**src/rtl/frontend_packet_arbiter_if.sv**
```systemverilog
// rtl/frontend_packet_arbiter_if.sv - stream bundle between the packet sources, the arbiter and the link FIFO
interface frontend_packet_arbiter_if #(
  parameter int NUM_BLOCKS = 4,
  parameter int SRC_W      = 3
);
  logic                      enable;
  logic                      tt_valid;
  logic                      tt_ready;
  logic [127:0]              tt;
  logic [NUM_BLOCKS-1:0]     ev_valid;
  logic [NUM_BLOCKS-1:0]     ev_ready;
  logic [128*NUM_BLOCKS-1:0] ev_data;
  logic                      m_valid;
  logic                      m_ready;
  logic [127:0]              m_data;
  logic                      m_is_tt;
  logic [SRC_W-1:0]          m_block;
  logic [31:0]               pkt_count;

  // The environment that drives the sources and sinks the output stream.
  modport master (
    output enable, tt_valid, tt, ev_valid, ev_data, m_ready,
    input  tt_ready, ev_ready, m_valid, m_data, m_is_tt, m_block, pkt_count
  );

  modport slave (
    input  enable, tt_valid, tt, ev_valid, ev_data, m_ready,
    output tt_ready, ev_ready, m_valid, m_data, m_is_tt, m_block, pkt_count
  );
endinterface

```
**src/rtl/frontend_packet_arbiter.sv**
```systemverilog
// rtl/frontend_packet_arbiter.sv - time-tag priority / round-robin event merger into one registered output slot
module frontend_packet_arbiter #(
  parameter int NUM_BLOCKS = 4,
  parameter int SRC_W      = 3
) (
  input  logic                    clk,
  input  logic                    rst,
  frontend_packet_arbiter_if.slave bus
);

  logic             m_valid_q, m_valid_d;
  logic [127:0]     m_data_q, m_data_d;
  logic             m_is_tt_q, m_is_tt_d;
  logic [SRC_W-1:0] m_block_q, m_block_d;
  logic [31:0]      pkt_count_q, pkt_count_d;
  logic [SRC_W-1:0] rr_ptr_q, rr_ptr_d;

  logic             slot_free;
  logic             load;
  logic             ev_found;
  logic [SRC_W-1:0] ev_sel;
  logic [SRC_W:0]   idx;
  logic [127:0]     ev_word;

  // First valid block scanning upward from rr_ptr, modulo NUM_BLOCKS.
  always_comb begin
    ev_found = 1'b0;
    ev_sel   = '0;
    idx      = '0;
    for (int k = 0; k < NUM_BLOCKS; k++) begin
      idx = {1'b0, rr_ptr_q} + (SRC_W+1)'(k);
      if (idx >= (SRC_W+1)'(NUM_BLOCKS)) idx = idx - (SRC_W+1)'(NUM_BLOCKS);
      for (int i = 0; i < NUM_BLOCKS; i++) begin
        if (!ev_found && (idx == (SRC_W+1)'(i)) && bus.ev_valid[i]) begin
          ev_found = 1'b1;
          ev_sel   = SRC_W'(i);
        end
      end
    end
  end

  assign ev_word   = bus.ev_data[int'(ev_sel)*128 +: 128];
  assign slot_free = ~m_valid_q | bus.m_ready;
  // rst gating keeps every ready low while reset is held, even though the slot reads as free.
  assign load      = ~rst & bus.enable & slot_free & (bus.tt_valid | ev_found);

  always_comb begin
    bus.tt_ready = load & bus.tt_valid;
    bus.ev_ready = '0;
    for (int i = 0; i < NUM_BLOCKS; i++) begin
      bus.ev_ready[i] = load & ~bus.tt_valid & (ev_sel == SRC_W'(i));
    end
  end

  always_comb begin
    m_valid_d   = m_valid_q;
    m_data_d    = m_data_q;
    m_is_tt_d   = m_is_tt_q;
    m_block_d   = m_block_q;
    rr_ptr_d    = rr_ptr_q;
    pkt_count_d = pkt_count_q + {31'd0, m_valid_q & bus.m_ready};
    if (load) begin
      m_valid_d = 1'b1;
      if (bus.tt_valid) begin
        m_data_d  = bus.tt;
        m_is_tt_d = 1'b1;
        m_block_d = '0;
      end else begin
        m_data_d  = ev_word;
        m_is_tt_d = 1'b0;
        m_block_d = ev_sel;
        rr_ptr_d  = (ev_sel == SRC_W'(NUM_BLOCKS-1)) ? '0 : ev_sel + SRC_W'(1);
      end
    end else if (slot_free) begin
      m_valid_d = 1'b0;
    end
  end

  always_ff @(posedge clk or posedge rst) begin
    if (rst) begin
      m_valid_q   <= 1'b0;
      m_data_q    <= '0;
      m_is_tt_q   <= 1'b0;
      m_block_q   <= '0;
      pkt_count_q <= '0;
      rr_ptr_q    <= '0;
    end else begin
      m_valid_q   <= m_valid_d;
      m_data_q    <= m_data_d;
      m_is_tt_q   <= m_is_tt_d;
      m_block_q   <= m_block_d;
      pkt_count_q <= pkt_count_d;
      rr_ptr_q    <= rr_ptr_d;
    end
  end

  assign bus.m_valid   = m_valid_q;
  assign bus.m_data    = m_data_q;
  assign bus.m_is_tt   = m_is_tt_q;
  assign bus.m_block   = m_block_q;
  assign bus.pkt_count = pkt_count_q;

endmodule

```
**src/flat_wrapper.sv**
```systemverilog
// flat-port wrapper written by rule: the top's interface ports become plain ports
module frontend_packet_arbiter_flat 
#(
  parameter int NUM_BLOCKS = 4,
  parameter int SRC_W      = 3
)
  (clk, rst, bus_enable, bus_tt_valid, bus_tt, bus_ev_valid, bus_ev_data, bus_m_ready, bus_tt_ready, bus_ev_ready, bus_m_valid, bus_m_data, bus_m_is_tt, bus_m_block, bus_pkt_count);
  frontend_packet_arbiter_if #(.NUM_BLOCKS(NUM_BLOCKS), .SRC_W(SRC_W)) bus_i ();
  input  logic clk;
  input  logic rst;
  input wire logic [$bits(bus_i.enable)-1:0] bus_enable;
  input wire logic [$bits(bus_i.tt_valid)-1:0] bus_tt_valid;
  input wire logic [$bits(bus_i.tt)-1:0] bus_tt;
  input wire logic [$bits(bus_i.ev_valid)-1:0] bus_ev_valid;
  input wire logic [$bits(bus_i.ev_data)-1:0] bus_ev_data;
  input wire logic [$bits(bus_i.m_ready)-1:0] bus_m_ready;
  output wire logic [$bits(bus_i.tt_ready)-1:0] bus_tt_ready;
  output wire logic [$bits(bus_i.ev_ready)-1:0] bus_ev_ready;
  output wire logic [$bits(bus_i.m_valid)-1:0] bus_m_valid;
  output wire logic [$bits(bus_i.m_data)-1:0] bus_m_data;
  output wire logic [$bits(bus_i.m_is_tt)-1:0] bus_m_is_tt;
  output wire logic [$bits(bus_i.m_block)-1:0] bus_m_block;
  output wire logic [$bits(bus_i.pkt_count)-1:0] bus_pkt_count;
  assign bus_i.enable = bus_enable;
  assign bus_i.tt_valid = bus_tt_valid;
  assign bus_i.tt = bus_tt;
  assign bus_i.ev_valid = bus_ev_valid;
  assign bus_i.ev_data = bus_ev_data;
  assign bus_i.m_ready = bus_m_ready;
  assign bus_tt_ready = bus_i.tt_ready;
  assign bus_ev_ready = bus_i.ev_ready;
  assign bus_m_valid = bus_i.m_valid;
  assign bus_m_data = bus_i.m_data;
  assign bus_m_is_tt = bus_i.m_is_tt;
  assign bus_m_block = bus_i.m_block;
  assign bus_pkt_count = bus_i.pkt_count;
  frontend_packet_arbiter #(.NUM_BLOCKS(NUM_BLOCKS), .SRC_W(SRC_W)) u_core (.clk(clk), .rst(rst), .bus(bus_i));
endmodule
```
**config.mk**
```make
export PLATFORM = sky130hd
export DESIGN_NAME = frontend_packet_arbiter_flat
export DESIGN_NICKNAME = d
export VERILOG_FILES = /design/src/rtl/frontend_packet_arbiter_if.sv /design/src/rtl/frontend_packet_arbiter.sv /design/src/flat_wrapper.sv
export SDC_FILE = /design/constraint.sdc
export NUM_CORES = 1
export LEC_CHECK = 0
export ABC_AREA = 1
export CAP_MARGIN = 10
export CORE_AREA = 2 2 319 321
export DETAILED_ROUTE_END_ITERATION = 12
export DIE_AREA = 0 0 321 323
export PLACE_DENSITY_LB_ADDON = 0.2
export SLEW_MARGIN = 30
export SYNTH_ARGS = -nofsm -noshare
export SYNTH_HDL_FRONTEND = slang
export SYNTH_SLANG_ARGS = --single-unit
export TNS_END_PERCENT = 1
```
**constraint.sdc**
```tcl
create_clock -name clk -period 13.46 [get_ports clk]
set_input_delay 2.692 -clock clk [delete_from_list [all_inputs] [get_ports clk]]
set_output_delay 2.692 -clock clk [all_outputs]
set_load 0.05 [all_outputs]
```
==> results of run 1 <==
[final timing paths]
check	startpoint	to	slack [ns]	depth (start not counted)
max in group asynchronous	rst	u_core.bus.m_data[60]	9.42	3
worst min register to register	u_core.bus.pkt_count[31]	u_core.bus.pkt_count[31]	0.47	1
worst min-delay path	u_core.bus.pkt_count[31]	u_core.bus.pkt_count[31]	0.47	1
min in group asynchronous	rst	u_core.bus.m_data[1]	2.76	2
worst max-delay path	bus_ev_valid[0]	bus_ev_ready[1]	3.71	16
worst max register to register	u_core.rr_ptr_q[1]	u_core.bus.m_data[43]	7.41	18
[worst max-delay path, delay by kind of cell]
| kind | cells | cell delay (ns) |
|---|---|---|
| buffers and inverters | 7 | 2.79 |
| AND/OR/NAND/NOR | 7 | 1.25 |
| adder cells (fa/ha/maj) | 1 | 0.20 |
| AO/OA/AOI/OAI | 1 | 0.12 |
[cell usage after synthesis, types with 2 or more instances]
cell type	instances	share of area
buf_2	70	0.026
nand3_1	244	0.090
nor3_1	10	0.0037
xor2_1	21	0.014
o21ai_0	6	0.0022
nor2_1	43	0.012
nand4_1	86	0.039
nand2_2	2	0.00092
conb_1	2	0.00055
buf_1	11	0.0030
o21ai_1	2	0.00073
buf_4	4	0.0022
clkbuf_1	58	0.016
inv_1	325	0.090
nand3b_1	71	0.039
nand2_1	1209	0.33
ha_1	8	0.0073
xnor2_1	7	0.0045
nor4_1	3	0.0014
inv_2	7	0.0019
nor2_2	4	0.0018
dfrtp_1	166	0.30
[layer usage]
layer | track usage | up-vias | wire length (um)
met5 | 0 | - | 63
met1 | 0.187 | 7825 | 35400
met4 | 0.0330 | 10 | 932
li1 | - | 8636 | -
met2 | 0.261 | 567 | 39800
met3 | 0.0517 | 44 | 6520
[logic make-up after synthesis]
| family | after synthesis | synth area share |
|---|---|---|
| other | 2 | 0.000551 |
| AND/OR/NAND/NOR | 1677 | 0.526 |
| AO/OA/AOI/OAI | 12 | 0.00514 |
| adder cells (fa/ha/maj) | 8 | 0.00735 |
| XOR/XNOR | 28 | 0.0180 |
| buffers and inverters | 475 | 0.138 |
| flip-flops | 166 | 0.305 |
[cell type report]
class / count / area (sq um) / share of cell area
timing repair buffer: 838 / 8330 / 0.353
multi-input combinational: 1728 / 7630 / 0.323
sequential: 166 / 4150 / 0.176
tap: 1309 / 1640 / 0.0693
inverter: 332 / 1260 / 0.0533
clock buffer: 18 / 439 / 0.0186
clock inverter: 14 / 166 / 0.00704
antenna: 5 / 12.5 / 0.000529
[power by group through the flow]
stage | clock, mW | combinational, mW | sequential (mW)
2_1_floorplan | 0 | 1.64 | 1.46
3_3_place_gp | 0 | 3.62 | 0.818
3_5_place_dp | 0 | 3.59 | 0.821
4_1_cts | 0.601 | 3.60 | 0.816
5_1_grt | 0.611 | 3.88 | 0.839
6_report | 0.560 | 3.54 | 0.812
[state kept, by name, summed over array words and instances (netlist names)]
name	flops
u_core.bus.m_block	2
u_core.bus.m_valid	1
u_core.rr_ptr_q	2
u_core.bus.m_data	128
u_core.bus.pkt_count	32
u_core.bus.m_is_tt	1
==> flow_summary.toml, run 1 <==
[outcome]
status = "complete, no violations"

[place]
place_area_sq_mm = 0.0230
gp_congestion = 0.823
hpwl_um = 62500
place_inst = 4373
portBuffers = 817
dp_slack_ns = 3.56

[cells_and_area]
utilization = 0.235
layout_commonest_cell = "nand2_1"
layout.cells.non_filler = 4410
postLayoutCellArea_sq_mm = 0.0236
layout-area-overhead-vs-synth_pct = 73.5
layout-drive-gt1-share = 0.0239
design.final.nets = 3740
fillers = 11500
layout_common_cells = "nand2_1, clkdlybuf4s50_1, inv_1, nand3_1, dfrtp_1"

[clocking]
cts_hold_buf = 0
cts_max_path_buffers = 2
clock_latency_ns = 0.51
cts_made_buffers = 17
cts_tree = "yes"
path_clk_slew_ns = 0.08
cts_root_buffer = "clkbuf_16"
cts_resized = 0
cts_setup_buffers = 0
cts_sinks = 166
htree_levels = 4

[logic_synthesis]
synthFlopType = "dfrtp_1"
seq_area_frac_synth = 0.305
synth.distinct_cells = 31
yosys_warnings = 0
syn_area_per_cell_sq_um = 5.75
synthArstFlopShare = 1.00
synth_cells = 2368
synth_seq_cells = 166
synth-edff-count = 0
netlist_area_sq_mm = 0.0136

[timing]
hold_ws_ns = 0.466
fin_setup_tns_ns = 0
fin_crit_ns = 9.75
period_share = 0.725
skew_ns = 0.0111
fin_ws_ns = 3.71
slew_violations = 0
rsz0062_at_grt = "no"
relSlewSlack = 0.414
max_freq_mhz = 103
setup_viol = 0
tightestPinTransition_ns = 0.878
hold_violations = 0

[floorplan]
initial_core_util = 0.135
die_w_um = 321
chipHeight_um = 323
io_pins = 819
core_area_sq_mm = 0.101
rows = 117
die-area_sq_mm = 0.104

[pwr]
intPower_mw = 2.08
pwr-share-seq = 0.165
p_total_mw = 4.91
leakagePower_nw = 11.7
p_sw_mw = 2.83
pwr-share-comb = 0.721
p_sw_frac = 0.576
p_clk_frac = 0.114
p_per_area_mw_per_mm2 = 208
ir_drop_uv = 127

[worst_setup_path]
max_stage_delay_ns = 0.86
crit_fanout = 38
cp-end-kind = "output port"
path_class = "input pin to output port"
critPathArrivalTime_ns = 7.06
cpMaxStageDelayCell = "clkdlybuf4s50_1"
crit_required_ns = 10.77
startpoint_type = "input pin"
crit_chain = "clkdlybuf4s50_1 > inv_1 > nor2_1 > inv_1 > nand4_1 > nor2_1 > nor3_1 > o21ai_0 > nor2_1 > nand2_2 > inv_2 > buf_4 > ha_1 > inv_1 > nor2_1 > clkdlybuf4s50_1"
worst_path_most_repeated_cell = "nor2_1"

[routing]
first_iter_violations = 838
vias = 17100
vias_per_cell = 3.87
dr.pass1.iters = 7
totalWireLength_um = 82700
drc = 0
ant_nets = 0
wl_per_cell_um = 18.8

[grt]
overflow = 0
track_usage = 0.154
grt_pass1_vias = 16900
antenna_found_initial = 8
grt_start_max_net_pins = 80
grt_pass1_wl_um = 117000

[min_path]
hp-class = "register to register"

[job]
max-cap-violations = 0
(Power assumes the default switching activity.)
==> run 2: changes to the inputs <==
Settings changed: CORE_AREA 2 2 319 321 to 2 2 322 324, DIE_AREA 0 0 321 323 to 0 0 324 326.
Clock period 13.46 ns to 9.8 ns, I/O delays scaled along.
==> run 2 against run 1 <==
Clock power grew 33%. Non-clock buffer count grew 3. Via count grew 0.12%. First-iteration DRC count grew 4.2%. Clock skew grew 0.0021 ns. Highest routed layer unchanged. Worst setup slack lost 1.9 ns.
==> flow_summary.toml, run 2 (synthesis results as in run 1) <==
[outcome]
status = "complete, no violations"

[place]
portBuffers = 817
place_area_sq_mm = 0.0231
hpwl_um = 63700
gp_congestion = 0.832

[worst_setup_path]
crit_fanout = 54
r2r_setup_slack_ns = 4.80
rr_endpoint = "u_core.bus.m_data[12]"
path_class = "input pin to output port"
cp-startpoint = "bus_ev_valid[1]"
cp-end-kind = "output port"
crit_required_ns = 7.84
reg2reg_depth = 16
critPathArrivalTime_ns = 6.07
rr_startpoint = "u_core.rr_ptr_q[1]"
startpoint_type = "input pin"

[timing]
hold_violations = 0
max_freq_mhz = 124
slew_violations = 0
relSlewSlack = 0.359
period_share = 0.820
skew_ns = 0.0132
tightestPinTransition_ns = 0.962
setup_viol = 0
rsz0062_at_grt = "no"
fin_crit_ns = 8.03
fin_setup_tns_ns = 0

[pwr]
p_per_area_mw_per_mm2 = 284
ir_drop_uv = 214
leakagePower_nw = 11.7

[grt]
overflow = 0
antenna_found_initial = 14
grt_pass1_vias = 17100
grt_start_max_net_pins = 81
grt_pass1_wl_um = 117000
track_usage = 0.151

[routing]
totalWireLength_um = 82500
vias_per_cell = 3.81
dr.pass1.iters = 5
wl_per_cell_um = 18.4
drc = 0
first_iter_violations = 873
ant_nets = 0
vias = 17100

[clocking]
path_clk_slew_ns = 0.08
cts_made_buffers = 17
cts_setup_buffers = 0
htree_levels = 4
cts_hold_buf = 0
cts_max_path_buffers = 2
cts_resized = 0
cts_tree = "yes"
cts_sinks = 166
cts_root_buffer = "clkbuf_16"
clock_latency_ns = 0.51

[min_path]
hold_depth = 1
worst_hold_path.endpoint = "u_core.bus.pkt_count[31]"
hp-class = "register to register"
min_from = "u_core.bus.pkt_count[31]"

[floorplan]
core_area_sq_mm = 0.103
die-area_sq_mm = 0.106
chipHeight_um = 326
die_w_um = 324
io_pins = 819
initial_core_util = 0.133
rows = 118

[cells_and_area]
largest_reg_flops = 128
postLayoutCellArea_sq_mm = 0.0237
layout_common_cells = "nand2_1, clkdlybuf4s50_1, inv_1, nand3_1, dfrtp_1"
seq_area_sq_mm = 0.00415
fillers = 11800
design.final.nets = 3743
multi_input_area_sq_mm = 0.00764
layout-area-overhead-vs-synth_pct = 74.2
layout_commonest_cell = "nand2_1"
layout-drive-gt1-share = 0.0248

[job]
max-cap-violations = 0
-- run 2: cell types whose count changed in the layout (fill, tap and decap cells not counted), sizes merged --
| cell | previous run | this run |
|---|---|---|
| buf | 22 | 25 |
| clkinv | 4 | 5 |
| inv | 338 | 336 |
| diode | 5 | 6 |
| clkinvlp | 2 | 4 |
| bufinv | 2 | 1 |
-- run 2: final cells by class --
class,count,share of cell area
timing repair buffer,841,0.352
clock buffer,18,0.0185
sequential,166,0.175
inverter,332,0.0530
tap,1380,0.0728
antenna,6,0.000633
multi-input combinational,1728,0.322
clock inverter,14,0.00612
-- run 2: worst max-delay path, cell delays in order --
cell	delay [ns]
clkdlybuf4s50_1	0.56
nand3_1	0.18
nand3_1	0.14
nor2_1	0.05
nand4_1	0.10
nor2_1	0.07
nor2_1	0.11
nand2_1	0.07
nor2_1	0.10
nand2_1	0.10
inv_4	0.35
nand2_8	0.30
inv_4	0.48
ha_1	0.24
inv_1	0.04
nor2_1	0.25
clkdlybuf4s50_1	0.87
-- run 2: worst max-delay path by stage --
stage | endpoint | slack, ns | cells past startpoint
after floorplan | u_core.bus.m_block[0] | 3.35 | 1
after global placement | bus_ev_ready[0] | 1.60 | 17
after detailed placement | bus_ev_ready[2] | 1.65 | 17
after CTS | bus_ev_ready[2] | 1.62 | 17
after global routing | bus_ev_ready[0] | 1.40 | 17
final | bus_ev_ready[0] | 1.77 | 17
-- run 2: metal layers --
metal  vias up  share of wire  global-route usage
li1       8646              -                   -
met1      7785           0.41               0.176
met2       596           0.48               0.260
met3        63          0.091              0.0553
met4        12          0.016              0.0386
met5         -        0.00070                   0
-- run 2: through the flow --
stage	hold WS [ns]	setup WS, ns	instances	util	power [mW]
after global routing	0.494	1.40	4484	0.231	7.33
after global placement	0.459	1.60	4447	0.225	6.13
after detailed placement	0.467	1.65	4447	0.225	6.09
after CTS	0.483	1.62	4479	0.231	6.89
final	0.480	1.77	4485	0.231	6.74
after floorplan	0.606	3.35	2369	-	4.26
-- run 2: report_power, final --
part           internal (mW)  switching, mW
Combinational           1.53           3.36
Clock                  0.363          0.379
Sequential             0.947          0.166
==> run 3: changes to the inputs <==
Settings changed: CORE_AREA 2 2 322 324 to 2 2 320 322, DIE_AREA 0 0 324 326 to 0 0 322 324.
Clock period 9.8 ns to 7.07 ns, I/O delays scaled along.
==> run 3 against run 2 <==
Cell area rose by 0.13%. Critical path depth decreased by 3. Global-route usage up 0.10 points. Largest power group unchanged. Routed wire length rose by 0.15%. Final cell count decreased by 1.5%. Total power up 40%. Register-to-register slack worse by 1.8 ns. Highest routed layer unchanged. Largest cell class unchanged. Sequential share of layout area hardly changed.
==> flow_summary.toml, run 3 (synthesis results as in run 1) <==
[clocking]
cts_made_buffers = 17
cts_setup_buffers = 0
cts_max_path_buffers = 2
htree_levels = 4
cts_sinks = 166
path_clk_slew_ns = 0.08
clock_latency_ns = 0.52
cts_hold_buf = 0
cts_root_buffer = "clkbuf_16"
cts_resized = 0
cts_tree = "yes"

[worst_setup_path]
cp_top_family = "simple AND/OR/NAND/NOR gates"
crit_chain = "clkdlybuf4s50_1 > nand3_1 > nand4_1 > nor2_1 > nand4_1 > nor2_1 > nand4_1 > nor2_4 > o211ai_1 > nand2_4 > ha_1 > inv_1 > nor2_1 > buf_12"
r2r_setup_slack_ns = 2.99
crit_buf_inv = 3
cpMaxStageDelayCell = "clkdlybuf4s50_1"
crit_required_ns = 5.66
critPathArrivalTime_ns = 4.00
startpoint_type = "input pin"
crit_fanout = 23
path_class = "input pin to output port"
max_stage_delay_ns = 0.47
cp-end-kind = "output port"

[timing]
hold_violations = 0
hold_ws_ns = 0.490
slew_violations = 0
fin_setup_tns_ns = 0
skew_ns = 0.0117
max_freq_mhz = 185
period_share = 0.766
tightestPinTransition_ns = 0.859
fin_crit_ns = 5.42
relSlewSlack = 0.427
setup_viol = 0
rsz0062_at_grt = "no"

[cells_and_area]
utilization = 0.235
design.final.nets = 3747
largest_reg_flops = 128
layout-area-overhead-vs-synth_pct = 74.4
layout_common_cells = "nand2_1, clkdlybuf4s50_1, inv_1, nand3_1, dfrtp_1"
layout_commonest_cell = "nand2_1"
layout-drive-gt1-share = 0.0277

[routing]
drc = 0
dr.pass1.iters = 7
wl_per_cell_um = 18.7
vias_per_cell = 3.88
vias = 17100
first_iter_violations = 943
ant_nets = 0
totalWireLength_um = 82600

[floorplan]
chipHeight_um = 324
core_area_sq_mm = 0.101
die-area_sq_mm = 0.104
initial_core_util = 0.135
rows = 117
io_pins = 819
die_w_um = 322

[place]
gp_congestion = 0.828
hpwl_um = 63400
portBuffers = 817

[min_path]
hp-class = "register to register"

[grt]
antenna_found_initial = 12
grt_pass1_wl_um = 117000
track_usage = 0.152
overflow = 0
grt_start_max_net_pins = 131
grt_pass1_vias = 17300

[pwr]
leakagePower_nw = 11.8
p_per_area_mw_per_mm2 = 398
ir_drop_uv = 647

[job]
max-cap-violations = 0

[outcome]
status = "complete, no violations"
[run 3: cell count changes in the layout (fill, tap and decap cells not counted), sizes merged]
cell           delta
diode             +1
clkbuf            -1
clkdlybuf4s50     -6
clkinvlp          -4
inv               +4
buf              +10
[run 3: worst paths after layout]
check                                   startpoint               endpoint  depth (start not counted)
worst min-delay path            u_core.bus.m_is_tt     u_core.bus.m_is_tt                          2
worst max-delay path               bus_ev_valid[3]        bus_ev_ready[3]                         14
max in group asynchronous                      rst  u_core.bus.m_data[46]                          3
min in group asynchronous                      rst  u_core.bus.m_data[11]                          2
worst min register to register  u_core.bus.m_is_tt     u_core.bus.m_is_tt                          2
worst max register to register  u_core.rr_ptr_q[1]  u_core.bus.m_data[12]                         17
[run 3: layout make-up]
type / instances / area (sq um)
fillers: 11600 / 77300
multi-input cells: 1728 / 7640
repair buffers: 845 / 8470
flip-flops and latches: 166 / 4150
well taps: 1309 / 1640
clock inverters: 14 / 164
inverters: 332 / 1260
diodes: 7 / 17.5
clock buffers: 17 / 425
[run 3: power by group]
group          internal (mW)  switching (mW)
registers               1.31           0.232
clock network          0.502           0.536
logic                   2.16            4.72
[run 3: metal layers]
layer / track usage / share of wire / vias to the layer above
met5: 0 / 0.00074 / -
met4: 0.0481 / 0.022 / 8
met3: 0.0559 / 0.088 / 65
met2: 0.254 / 0.47 / 596
met1: 0.180 / 0.42 / 7804
li1: - / - / 8659
[run 3: through the flow]
| step | worst slack, ns | power [mW] | cell area [sq um] | cells |
|---|---|---|---|---|
| final | 1.65 | 9.46 | 23800 | 4418 |
| after global routing | 1.36 | 10.3 | 23800 | 4415 |
| after CTS | 1.59 | 9.66 | 23700 | 4411 |
| after detailed placement | 1.61 | 8.54 | 23200 | 4380 |
| after global placement | 1.59 | 8.59 | 23200 | 4380 |
| after floorplan | 1.17 | 5.90 | 13600 | 2369 |
[run 3: tightest hold or removal path, cell delays in order, from the launching register on]
cell	delay [ns]
dfrtp_1	0.35
nand2_1	0.05
o21ai_0	0.06
